==> src/rtl/comparator_bist_pkg.sv <==
// Shared types and constants for the comparator BIST controller.
// The LFSR taps describe x^16+x^14+x^13+x^11+1 in right-shifting Galois form.
package comparator_bist_pkg;

    typedef enum logic [1:0] {
        ST_IDLE = 2'd0,
        ST_RUN  = 2'd1,
        ST_DONE = 2'd2
    } state_t;

    localparam logic [15:0] LFSR_TAPS    = 16'hB400;
    localparam logic [15:0] DEFAULT_SEED = 16'hACE1;

endpackage

==> src/rtl/comparator_bist_lfsr16.sv <==
// 16-bit right-shifting Galois LFSR with synchronous load and step enable.
// The output bit shifted out of bit 0 is fed back into every tap position.
module lfsr16
    import comparator_bist_pkg::*;
#(
    parameter logic [15:0] RESET_SEED = DEFAULT_SEED
) (
    input  logic        clk,
    input  logic        rst_n,
    input  logic        load,
    input  logic        enable,
    input  logic [15:0] seed,
    output logic [15:0] state
);

    logic [15:0] state_reg;
    logic [15:0] state_next;

    assign state_next[15] = state_reg[0] & LFSR_TAPS[15];

    genvar gi;
    generate
        for (gi = 0; gi < 15; gi++) begin : g_tap
            assign state_next[gi] = state_reg[gi+1] ^ (state_reg[0] & LFSR_TAPS[gi]);
        end
    endgenerate

    always_ff @(posedge clk or negedge rst_n) begin
        if (!rst_n) begin
            state_reg <= RESET_SEED;
        end else if (load) begin
            state_reg <= seed;
        end else if (enable) begin
            state_reg <= state_next;
        end
    end

    assign state = state_reg;

endmodule

==> src/rtl/comparator_bist.sv <==
// Built-in self test for an external magnitude comparator: drives operand pairs,
// checks the returned eq/gt/lt against an exact reference and accumulates statistics.
module comparator_bist
    import comparator_bist_pkg::*;
#(
    parameter int          WIDTH     = 8,
    parameter logic [15:0] LFSR_SEED = DEFAULT_SEED
) (
    input  logic               clk,
    input  logic               rst_n,
    input  logic               start,
    input  logic               mode,
    input  logic [15:0]        n_vec,
    output logic [WIDTH-1:0]   a_out,
    output logic [WIDTH-1:0]   b_out,
    input  logic               dut_eq,
    input  logic               dut_gt,
    input  logic               dut_lt,
    output logic               busy,
    output logic               done,
    output logic [2*WIDTH:0]   vec_count,
    output logic [2*WIDTH:0]   err_count,
    output logic [2*WIDTH:0]   inv_count,
    output logic [WIDTH-1:0]   first_err_a,
    output logic [WIDTH-1:0]   first_err_b,
    output logic               first_err_vld
);

    localparam int VW = 2 * WIDTH;
    localparam int CW = VW + 1;
    localparam logic [CW-1:0] CNT_MAX = {CW{1'b1}};

    state_t            state_reg;
    logic              mode_reg;
    logic [15:0]       rem_reg;
    logic [VW-1:0]     vec_reg;
    logic [CW-1:0]     vec_count_reg;
    logic [CW-1:0]     err_count_reg;
    logic [CW-1:0]     inv_count_reg;
    logic [WIDTH-1:0]  first_err_a_reg;
    logic [WIDTH-1:0]  first_err_b_reg;
    logic              first_err_vld_reg;
    logic              busy_reg;
    logic              done_reg;

    logic [15:0]       lfsr_state;
    logic              lfsr_load;
    logic              lfsr_enable;
    logic [WIDTH-1:0]  rnd_a;
    logic [WIDTH-1:0]  rnd_b;
    logic [WIDTH-1:0]  cur_a;
    logic [WIDTH-1:0]  cur_b;
    logic [2:0]        ref_res;
    logic [2:0]        dut_res;
    logic              mismatch;
    logic              not_one_hot;
    logic              last_vec;
    logic              start_ok;

    lfsr16 #(
        .RESET_SEED (LFSR_SEED)
    ) u_lfsr (
        .clk    (clk),
        .rst_n  (rst_n),
        .load   (lfsr_load),
        .enable (lfsr_enable),
        .seed   (LFSR_SEED),
        .state  (lfsr_state)
    );

    // Random operands come from the top and bottom LFSR bytes; wider operands zero-extend.
    generate
        if (WIDTH <= 8) begin : g_rnd_narrow
            assign rnd_a = lfsr_state[15 -: WIDTH];
            assign rnd_b = lfsr_state[7 -: WIDTH];
        end else begin : g_rnd_wide
            assign rnd_a = {{(WIDTH-8){1'b0}}, lfsr_state[15:8]};
            assign rnd_b = {{(WIDTH-8){1'b0}}, lfsr_state[7:0]};
        end
    endgenerate

    // Operands read as zero until the first run so reset leaves the comparator inputs at 0.
    always_comb begin
        cur_a = vec_reg[VW-1:WIDTH];
        cur_b = vec_reg[WIDTH-1:0];
        if (mode_reg) begin
            cur_a = rnd_a;
            cur_b = rnd_b;
        end
        if (state_reg == ST_IDLE) begin
            cur_a = '0;
            cur_b = '0;
        end
    end

    assign a_out = cur_a;
    assign b_out = cur_b;

    assign ref_res     = {cur_a == cur_b, cur_a > cur_b, cur_a < cur_b};
    assign dut_res     = {dut_eq, dut_gt, dut_lt};
    assign mismatch    = (dut_res != ref_res);
    assign not_one_hot = !((dut_res == 3'b100) || (dut_res == 3'b010) || (dut_res == 3'b001));

    assign last_vec    = mode_reg ? (rem_reg == 16'd0) : (&vec_reg);
    assign start_ok    = start && (state_reg != ST_RUN);
    assign lfsr_load   = start_ok;
    // The final vector is held rather than advanced so it stays visible in DONE.
    assign lfsr_enable = (state_reg == ST_RUN) && mode_reg && !last_vec;

    always_ff @(posedge clk or negedge rst_n) begin
        if (!rst_n) begin
            state_reg         <= ST_IDLE;
            mode_reg          <= 1'b0;
            rem_reg           <= '0;
            vec_reg           <= '0;
            vec_count_reg     <= '0;
            err_count_reg     <= '0;
            inv_count_reg     <= '0;
            first_err_a_reg   <= '0;
            first_err_b_reg   <= '0;
            first_err_vld_reg <= 1'b0;
            busy_reg          <= 1'b0;
            done_reg          <= 1'b0;
        end else begin
            case (state_reg)
                ST_IDLE, ST_DONE: begin
                    if (start) begin
                        mode_reg          <= mode;
                        rem_reg           <= n_vec - 16'd1;
                        vec_reg           <= '0;
                        vec_count_reg     <= '0;
                        err_count_reg     <= '0;
                        inv_count_reg     <= '0;
                        first_err_a_reg   <= '0;
                        first_err_b_reg   <= '0;
                        first_err_vld_reg <= 1'b0;
                        // An empty random run has nothing to check and finishes immediately.
                        if (mode && (n_vec == 16'd0)) begin
                            state_reg <= ST_DONE;
                            busy_reg  <= 1'b0;
                            done_reg  <= 1'b1;
                        end else begin
                            state_reg <= ST_RUN;
                            busy_reg  <= 1'b1;
                            done_reg  <= 1'b0;
                        end
                    end
                end
                ST_RUN: begin
                    if (vec_count_reg != CNT_MAX) begin
                        vec_count_reg <= vec_count_reg + 1'b1;
                    end
                    if (mismatch && (err_count_reg != CNT_MAX)) begin
                        err_count_reg <= err_count_reg + 1'b1;
                    end
                    if (not_one_hot && (inv_count_reg != CNT_MAX)) begin
                        inv_count_reg <= inv_count_reg + 1'b1;
                    end
                    if (mismatch && !first_err_vld_reg) begin
                        first_err_a_reg   <= cur_a;
                        first_err_b_reg   <= cur_b;
                        first_err_vld_reg <= 1'b1;
                    end
                    if (last_vec) begin
                        state_reg <= ST_DONE;
                        busy_reg  <= 1'b0;
                        done_reg  <= 1'b1;
                    end else begin
                        vec_reg <= vec_reg + 1'b1;
                        rem_reg <= rem_reg - 16'd1;
                    end
                end
                default: begin
                    state_reg <= ST_IDLE;
                    busy_reg  <= 1'b0;
                    done_reg  <= 1'b0;
                end
            endcase
        end
    end

    assign busy          = busy_reg;
    assign done          = done_reg;
    assign vec_count     = vec_count_reg;
    assign err_count     = err_count_reg;
    assign inv_count     = inv_count_reg;
    assign first_err_a   = first_err_a_reg;
    assign first_err_b   = first_err_b_reg;
    assign first_err_vld = first_err_vld_reg;

endmodule

==> config.mk <==
export PLATFORM = sky130hd
export DESIGN_NAME = comparator_bist
export DESIGN_NICKNAME = d
export VERILOG_FILES = /design/src/rtl/comparator_bist_pkg.sv /design/src/rtl/comparator_bist_lfsr16.sv /design/src/rtl/comparator_bist.sv
export SDC_FILE = /design/constraint.sdc
export NUM_CORES = 1
export LEC_CHECK = 0
export ABC_AREA = 1
export BUFFER_PORTS_ARGS = -buffer_cell sky130_fd_sc_hd__buf_2
export CAP_MARGIN = 20
export CORE_MARGIN = 3
export CORE_UTILIZATION = 56
export CTS_CLUSTER_DIAMETER = 100
export CTS_CLUSTER_SIZE = 16
export DETAILED_ROUTE_END_ITERATION = 8
export MAX_ROUTING_LAYER = met4
export PLACE_DENSITY = 0.9
export SYNTH_ARGS = -nofsm -noshare
export SYNTH_HDL_FRONTEND = slang
export SYNTH_SLANG_ARGS = --single-unit
==> constraint.sdc <==
create_clock -name clk -period 3.6 [get_ports clk]
set_clock_uncertainty 0.15 [all_clocks]
set_input_delay 0.54 -clock clk [delete_from_list [all_inputs] [get_ports clk]]
set_output_delay 0.54 -clock clk [all_outputs]
set_load 0.01 [all_outputs]
Word level (Yosys, flattened, before mapping)

Cells that the tools add are included.

Register bits: 121
Latch bits: 0
Memory bits (writable): 0
ROM bits: 0
Output and inout bits: 86
Logic and storage cells: 108
Memories: 0

Add/sub/neg operators: 6
Multiply operators: 0
Divide/modulo/power cells: 0
$lt $le $gt $ge: 2
Eq/ne operators: 18
Shift-type cells: 0
Multiplexer cells: 40
Bitwise operators: 3
Reduce and logical (&&, ||, !) cells: 26

Operators by type and width:

| kind                                                                 | count |
|---|---|
| 17-bit one-hot mux with 2 select lines                               | 3 |
| 16-bit 2-to-1 mux                                                    | 6 |
| 17-bit 2-to-1 mux                                                    | 4 |
| 16-bit one-hot mux with 2 select lines                               | 2 |
| 8-bit 2-to-1 mux                                                     | 7 |
| 17-bit by 1-bit adder with 17-bit output, second input constant      | 3 |
| 17-bit != test, second input constant                                | 3 |
| 16-bit zero test                                                     | 2 |
| 8-bit one-hot mux with 2 select lines                                | 2 |
| 16-bit by 1-bit subtractor with 16-bit output, second input constant | 2 |
| 16-bit by 1-bit adder with 16-bit output, second input constant      | 1 |
| 16-bit AND reduction                                                 | 1 |
| 3-bit AND reduction                                                  | 5 |
| 2-bit by 1-bit != test with 1-bit output, second input constant      | 5 |
| 1-bit 2-to-1 mux                                                     | 9 |
| 8-bit equality test                                                  | 1 |
| 8-bit greater-than comparator                                        | 1 |
| 8-bit less-than comparator                                           | 1 |
| 1-bit logical AND                                                    | 7 |
| 2-bit 2-to-1 mux                                                     | 3 |
| 2-bit != test, second input constant                                 | 3 |
| 1-bit one-hot mux with 2 select lines                                | 3 |
| 2-bit one-hot mux with 2 select lines                                | 1 |
| 2-bit AND reduction                                                  | 2 |
| other kinds (12)                                                     | 18 |

Depth between registers and ports, before layout

Depth after elaboration: 7
Depth in mapped cells: 21
Gate-level depth less buffers: 19

By module

From an unflattened synthesis, not the netlist that was laid out.

Cells, all modules: 970
Area total of the unflattened synthesis: 7,195.7 µm²

By module, submodules not included:

| module          | instances | cells each | area each (µm²) | seq. area each (µm²) |
|---|---|---|---|---|
| comparator_bist | 1         | 870        | 6,411.1         | 2,602.5 |
| lfsr16          | 1         | 100        | 784.5           | 410.4 |

Worst setup path before layout

Ideal clock, no wire load.

Kind: register to register
Start: register mode_reg
End: register err_count_reg[7] (netlist: err_count[7])
Setup time: 0.117 ns
Data arrival time: 2.769 ns
Setup slack: 0.564 ns
Cell stages (with the launch flop): 20
Period minus slack after synthesis: 3.036 ns
Cell sequence: dfrtp_1 > inv_1 > clkbuf_1 > nor2_1 > nor3_1 > inv_1 > ha_1 > a21oi_1 > nor2_1 > a211oi_1 > nand2_1 > nand2_1 > nand2_1 > nor2_2 > nand2_2 > nand2_4 > nand2_4 > buf_2 > nand2_1 > nand2_1

Longest elaborated chain between the ends: 7
Elaborated cells between the ends (all ways): 11

Ends and longest elaborated chain:

| item                                                 | RTL line               | text |
|---|---|---|
| start, declared                                      | comparator_bist.sv:34  | `logic mode_reg;` |
| start signal, assigned                               | comparator_bist.sv:128 | `mode_reg <= mode;` |
| 8-bit 2-to-1 mux *                                   | comparator_bist.sv:86  | `if (mode_reg) begin` |
| 8-bit 2-to-1 mux *                                   | comparator_bist.sv:90  | `if (state_reg == ST_IDLE) begin` |
| via b_out[5]                                         | comparator_bist.sv:15  | `output logic [WIDTH-1:0] b_out,` |
| 8-bit less-than comparator (tied with other cells)   | comparator_bist.sv:99  | `assign ref_res = {cur_a == cur_b, cur_a > cur_b, cur_a < cur_b};` |
| 3-bit != test *                                      | comparator_bist.sv:101 | `assign mismatch = (dut_res != ref_res);` |
| 1-bit logical AND *                                  | comparator_bist.sv:153 | `if (mismatch && (err_count_reg != CNT_MAX)) begin` |
| 2-bit by 1-bit != test with 1-bit output (no line) * | n/a                    |  |
| 3-bit AND reduction (no line) *                      | n/a                    |  |
| end signal, assigned                                 | comparator_bist.sv:154 | `err_count_reg <= err_count_reg + 1'b1;` |
| end, declared                                        | comparator_bist.sv:38  | `logic [CW-1:0] err_count_reg;` |

The timed path passes the listed nets; every way through them passes the cells marked *.
A chain may end at the register's enable or synchronous reset.

Worst setup path after layout

Start: register mode_reg
End: register first_err_b_reg[5] (netlist: first_err_b[5])

Longest elaborated chain between the ends: 7
Elaborated cells between the ends (all ways): 13

Ends and longest elaborated chain:

| item                                               | RTL line               | text |
|---|---|---|
| 8-bit 2-to-1 mux                                   | comparator_bist.sv:86  |  |
| 8-bit 2-to-1 mux                                   | comparator_bist.sv:90  |  |
| 8-bit less-than comparator (tied with other cells) | comparator_bist.sv:99  |  |
| 3-bit != test                                      | comparator_bist.sv:101 |  |
| 1-bit logical AND                                  | comparator_bist.sv:159 | `if (mismatch && !first_err_vld_reg) begin` |
| 2-bit by 1-bit != test with 1-bit output (no line) | n/a                    |  |
| 3-bit AND reduction (no line)                      | n/a                    |  |
| end signal, assigned                               | comparator_bist.sv:161 | `first_err_b_reg <= cur_b;` |
| end, declared                                      | comparator_bist.sv:41  | `logic [WIDTH-1:0] first_err_b_reg;` |

Several ways; a longest one is shown, not always the timed one. The select of a mux whose other input is x is not followed.

==> results.txt <==
- Clock-pin slew was measured on the worst setup and hold paths at 0.06 ns.
* Final Wtd Congestion: 1.04
- In the final layout, flip-flops and latches occupy 3010 um^2.
- After global routing the overflow that remains totals 0.
- Of the total synthesized cell area, the portion taken by XOR and XNOR cells is 0.0235.
* Layout cell share with drive strength beyond 1: 0.191
- In the routed layout, each cell is associated on average with a via count of 5.59.
- Avg WL per Cell: 15.1 um
* Final hold violations: 0
- Of all flip-flops after synthesis, the portion carrying an async set or reset was 1.00.
- Max-capacitance violation count: 0
- Detailed-route via count: 6869
* Final WL: 18500 um
- Post-synthesis net count: 983
* Core outline area: 12200 um^2
* Max-slew headroom: 0.482
- In this run the horizontal extent of the chip is 118 um.
- For this design the static power due to leakage is 4.10 nW.
- TritonCTS built the clock tree.
* Distinct cell type count of the synthesized netlist: 48
- By startpoint and endpoint, the worst setup path is classified as reg -> reg.
- Wire length of the first global-routing pass: 30700 um
* Fraction of synthesized area in multiplexers: 0.00283
- Violation count after the first detailed-route iteration: 679
* Run status: finished, final reports clean
* Cell row count: 40
- Number of antenna violations at the first check in global routing: 0
- Dominant register cell in the synthesized netlist: dfrtp_1
- Critical Path Start Type: flop
* Effective utilization at floorplan: 0.582
- The min-delay analysis places its worst path in the category in -> reg.
- Of the synthesized area, sequential elements account for 0.426.
* Number of buffers on the longest clock path: 2
* Combinational family with the most area after synthesis: simple AND/OR/NAND/NOR gates
- Fin. max-slew vios: 0
- NumNets Final: 1085
- The area growth from synthesis to layout is 17.4%.
* Cell count after synthesis: 945
- Number of sinks handled by clock tree synthesis: 120
- The synthesized-area fraction occupied by ao, oa, aoi and oai cells was 0.109.
- Total area of multi-input combinational cells: 3480 um^2
* Number of enable-type register cells in the synthesized netlist: 0
- The first TritonRoute pass finished after 6 iterations.
- The via count of the first global-routing pass is 6455.
* Arrival time reported for the critical path endpoint: 3.47 ns
* Number of H-tree levels: 4
- met2 is the most crowded layer.
- The die covers 14000 um^2.
- In the global route stage, met3 resource usage came out at 0.0536.
- Simple-gate portion of the synthesized area: 0.328
* Floorplan die height: 118 um
* Fmax: 302 MHz
* Worst Path Required: 3.76 ns
- In this run the clock root is driven by a clkbuf_16.
- For met1 alone, demand over resource in global routing was 0.350.
* Number of clock buffers inserted by TritonCTS: 17
- Most frequent cells after synthesis: nand2_1 (200), dfrtp_1 (112), inv_1 (105), nor2_1 (99), nand3_1 (80)
- Cell type with the largest total area after synthesis: dfrtp_1
- Post-route DRC violation count: 0
- Number of cells in the finished layout apart from fillers: 1228
- Yosys attributes the largest share of cell area to dfrtp_1 (40%), nand2_1 (11%), nand3_1 (5.7%).
* Later-pin clock latency in the skew report: 0.42 ns
- Entering global routing, the biggest net connects 59 pins.
- Setup Viol. Count Final: 0
* Maximum fanout encountered on the critical timing path: 21
- Register bit total from synthesis: 120
- Detailed-placement wirelength estimate: 12900 um
* Synth top area share: 0.396
- For this run, global-route usage on met2 was measured as 0.437.
- Core utilization of the finished layout: 0.684
- In this run the tool buffered the top-level ports with 108 buffer cells.
* Final Critical Period: 3.31 ns
* RSZ-0062 raised after global routing: false
- In the post-synthesis netlist, the cell with the most instances is nand2_1.
* Count of warnings emitted by yosys: 0
- Crit end category: flop
- After filler insertion, the fill cell instance count of the layout stands at 991.
- Average footprint of a synthesized cell: 7.49 um^2
- The number of antenna diodes in the final layout is 0.
- Post-synthesis share of cell area spent on full adders, half adders and majority gates: 0.0265
- Power per unit of standard cell area: 781 nW/um^2
- Post-route clock period utilization: 0.919
- Total Routing Usage GR: 0.276
- Fin Setup TNS: 0 ns
- After detailed placement, the design holds a cell count of 1195.
* Peak supply drop: 463 uV
- Number of nets still failing antenna checks after routing: 0
* Worst Max-Slew Pin Slew: 0.775 ns
- Num ports: 109
- Summing every instance area after synthesis gives 7080 um^2.
[through the flow]
stage	hold slack (ns)	worst slack, ns	power, mW	area [um^2]
CTS	0.185	0.223	6.46	8310
global route	0.224	0.00337	6.96	8320
finish	0.198	0.292	6.50	8320
floorplan	0.0944	0.564	4.05	7080
detailed placement	0.316	0.235	4.83	7740
global placement	0.312	0.377	4.73	7740
[cells by family after synthesis]
kind of cell | count (synthesis)
flops | 120
buf+inv | 150
simple gates | 503
fa+ha+maj | 15
mux | 2
xor+xnor | 19
compound gates | 136
[critical path: stages (launching register included)]
cell	delay, ns
dfrtp_1	0.38
buf_4	0.27
nor2_1	0.12
nor3_1	0.44
ha_1	0.36
nand2_1	0.07
nor2_1	0.04
a211oi_1	0.24
nand2_1	0.16
nand2_1	0.08
nand2_1	0.06
nor2_2	0.09
nand2_2	0.10
nand2_4	0.18
nand2_2	0.23
nand2_1	0.15
nand2_1	0.06
[worst paths after layout]
kind | cells after the start | endpoint | from | slack, ns
worst min-delay path | 3 | mode_reg | mode | 0.20
worst max register to register | 16 | first_err_b[5] | mode_reg | 0.29
worst max-delay path | 16 | first_err_b[5] | mode_reg | 0.29
max in group asynchronous | 3 | vec_count[3] | rst_n | 2.04
worst min register to register | 2 | busy | busy | 0.33
min in group asynchronous | 2 | u_lfsr.state[3] | rst_n | 0.44
[cell type report]
| type | instances | area share |
|---|---|---|
| multi-input combinational | 675 | 0.418 |
| sequential | 120 | 0.362 |
| timing repair buffer | 117 | 0.0752 |
| clock buffer | 29 | 0.0614 |
| inverter | 116 | 0.0528 |
| tap | 168 | 0.0253 |
| clock inverter | 3 | 0.00481 |
[layer usage]
metal | wire, um | share of wire
met4 | 431 | 0.023
met2 | 8780 | 0.47
met3 | 1260 | 0.068
met1 | 8020 | 0.43
met5 | 0 | 0
[timing repair]
item | in CTS | in global routing
resized for setup | 0 | 3
endpoints found under the hold margin | 17 | 0
hold buffers | 1 | 0
endpoints found under the setup margin | 0 | 18
buffers inserted | 0 | 0
[report_power, final]
part           switching, mW  internal, mW
combinational           2.02         0.912
sequential             0.275          1.69
clock                  0.587          1.02
[layout by cell type, fill, tap and decap left out, drive strengths merged, types with 2 or more instances in the layout]
| cell | netlist | final |
|---|---|---|
| o21ai | 70 | 70 |
| a21oi | 35 | 35 |
| inv | 115 | 114 |
| and3 | 3 | 3 |
| o31ai | 11 | 11 |
| dfstp | 8 | 8 |
| a211oi | 4 | 4 |
| nand4 | 15 | 15 |
| xnor2 | 6 | 6 |
| o21a | 2 | 2 |
| nor4 | 18 | 18 |
| ha | 15 | 15 |
| clkbuf | 16 | 29 |
| nor3 | 50 | 50 |
| a31oi | 8 | 8 |
| or2 | 10 | 10 |
| dfrtp | 112 | 112 |
| nand3 | 82 | 82 |
| nor2 | 108 | 108 |
| nand2 | 211 | 211 |
| xor2 | 13 | 13 |
| nor3b | 3 | 3 |
| clkinv | 1 | 3 |
| buf | 18 | 116 |
| mux2i | 2 | 2 |
| a22o | 2 | 2 |
No activity file was read; power rests on OpenSTA's default activity.
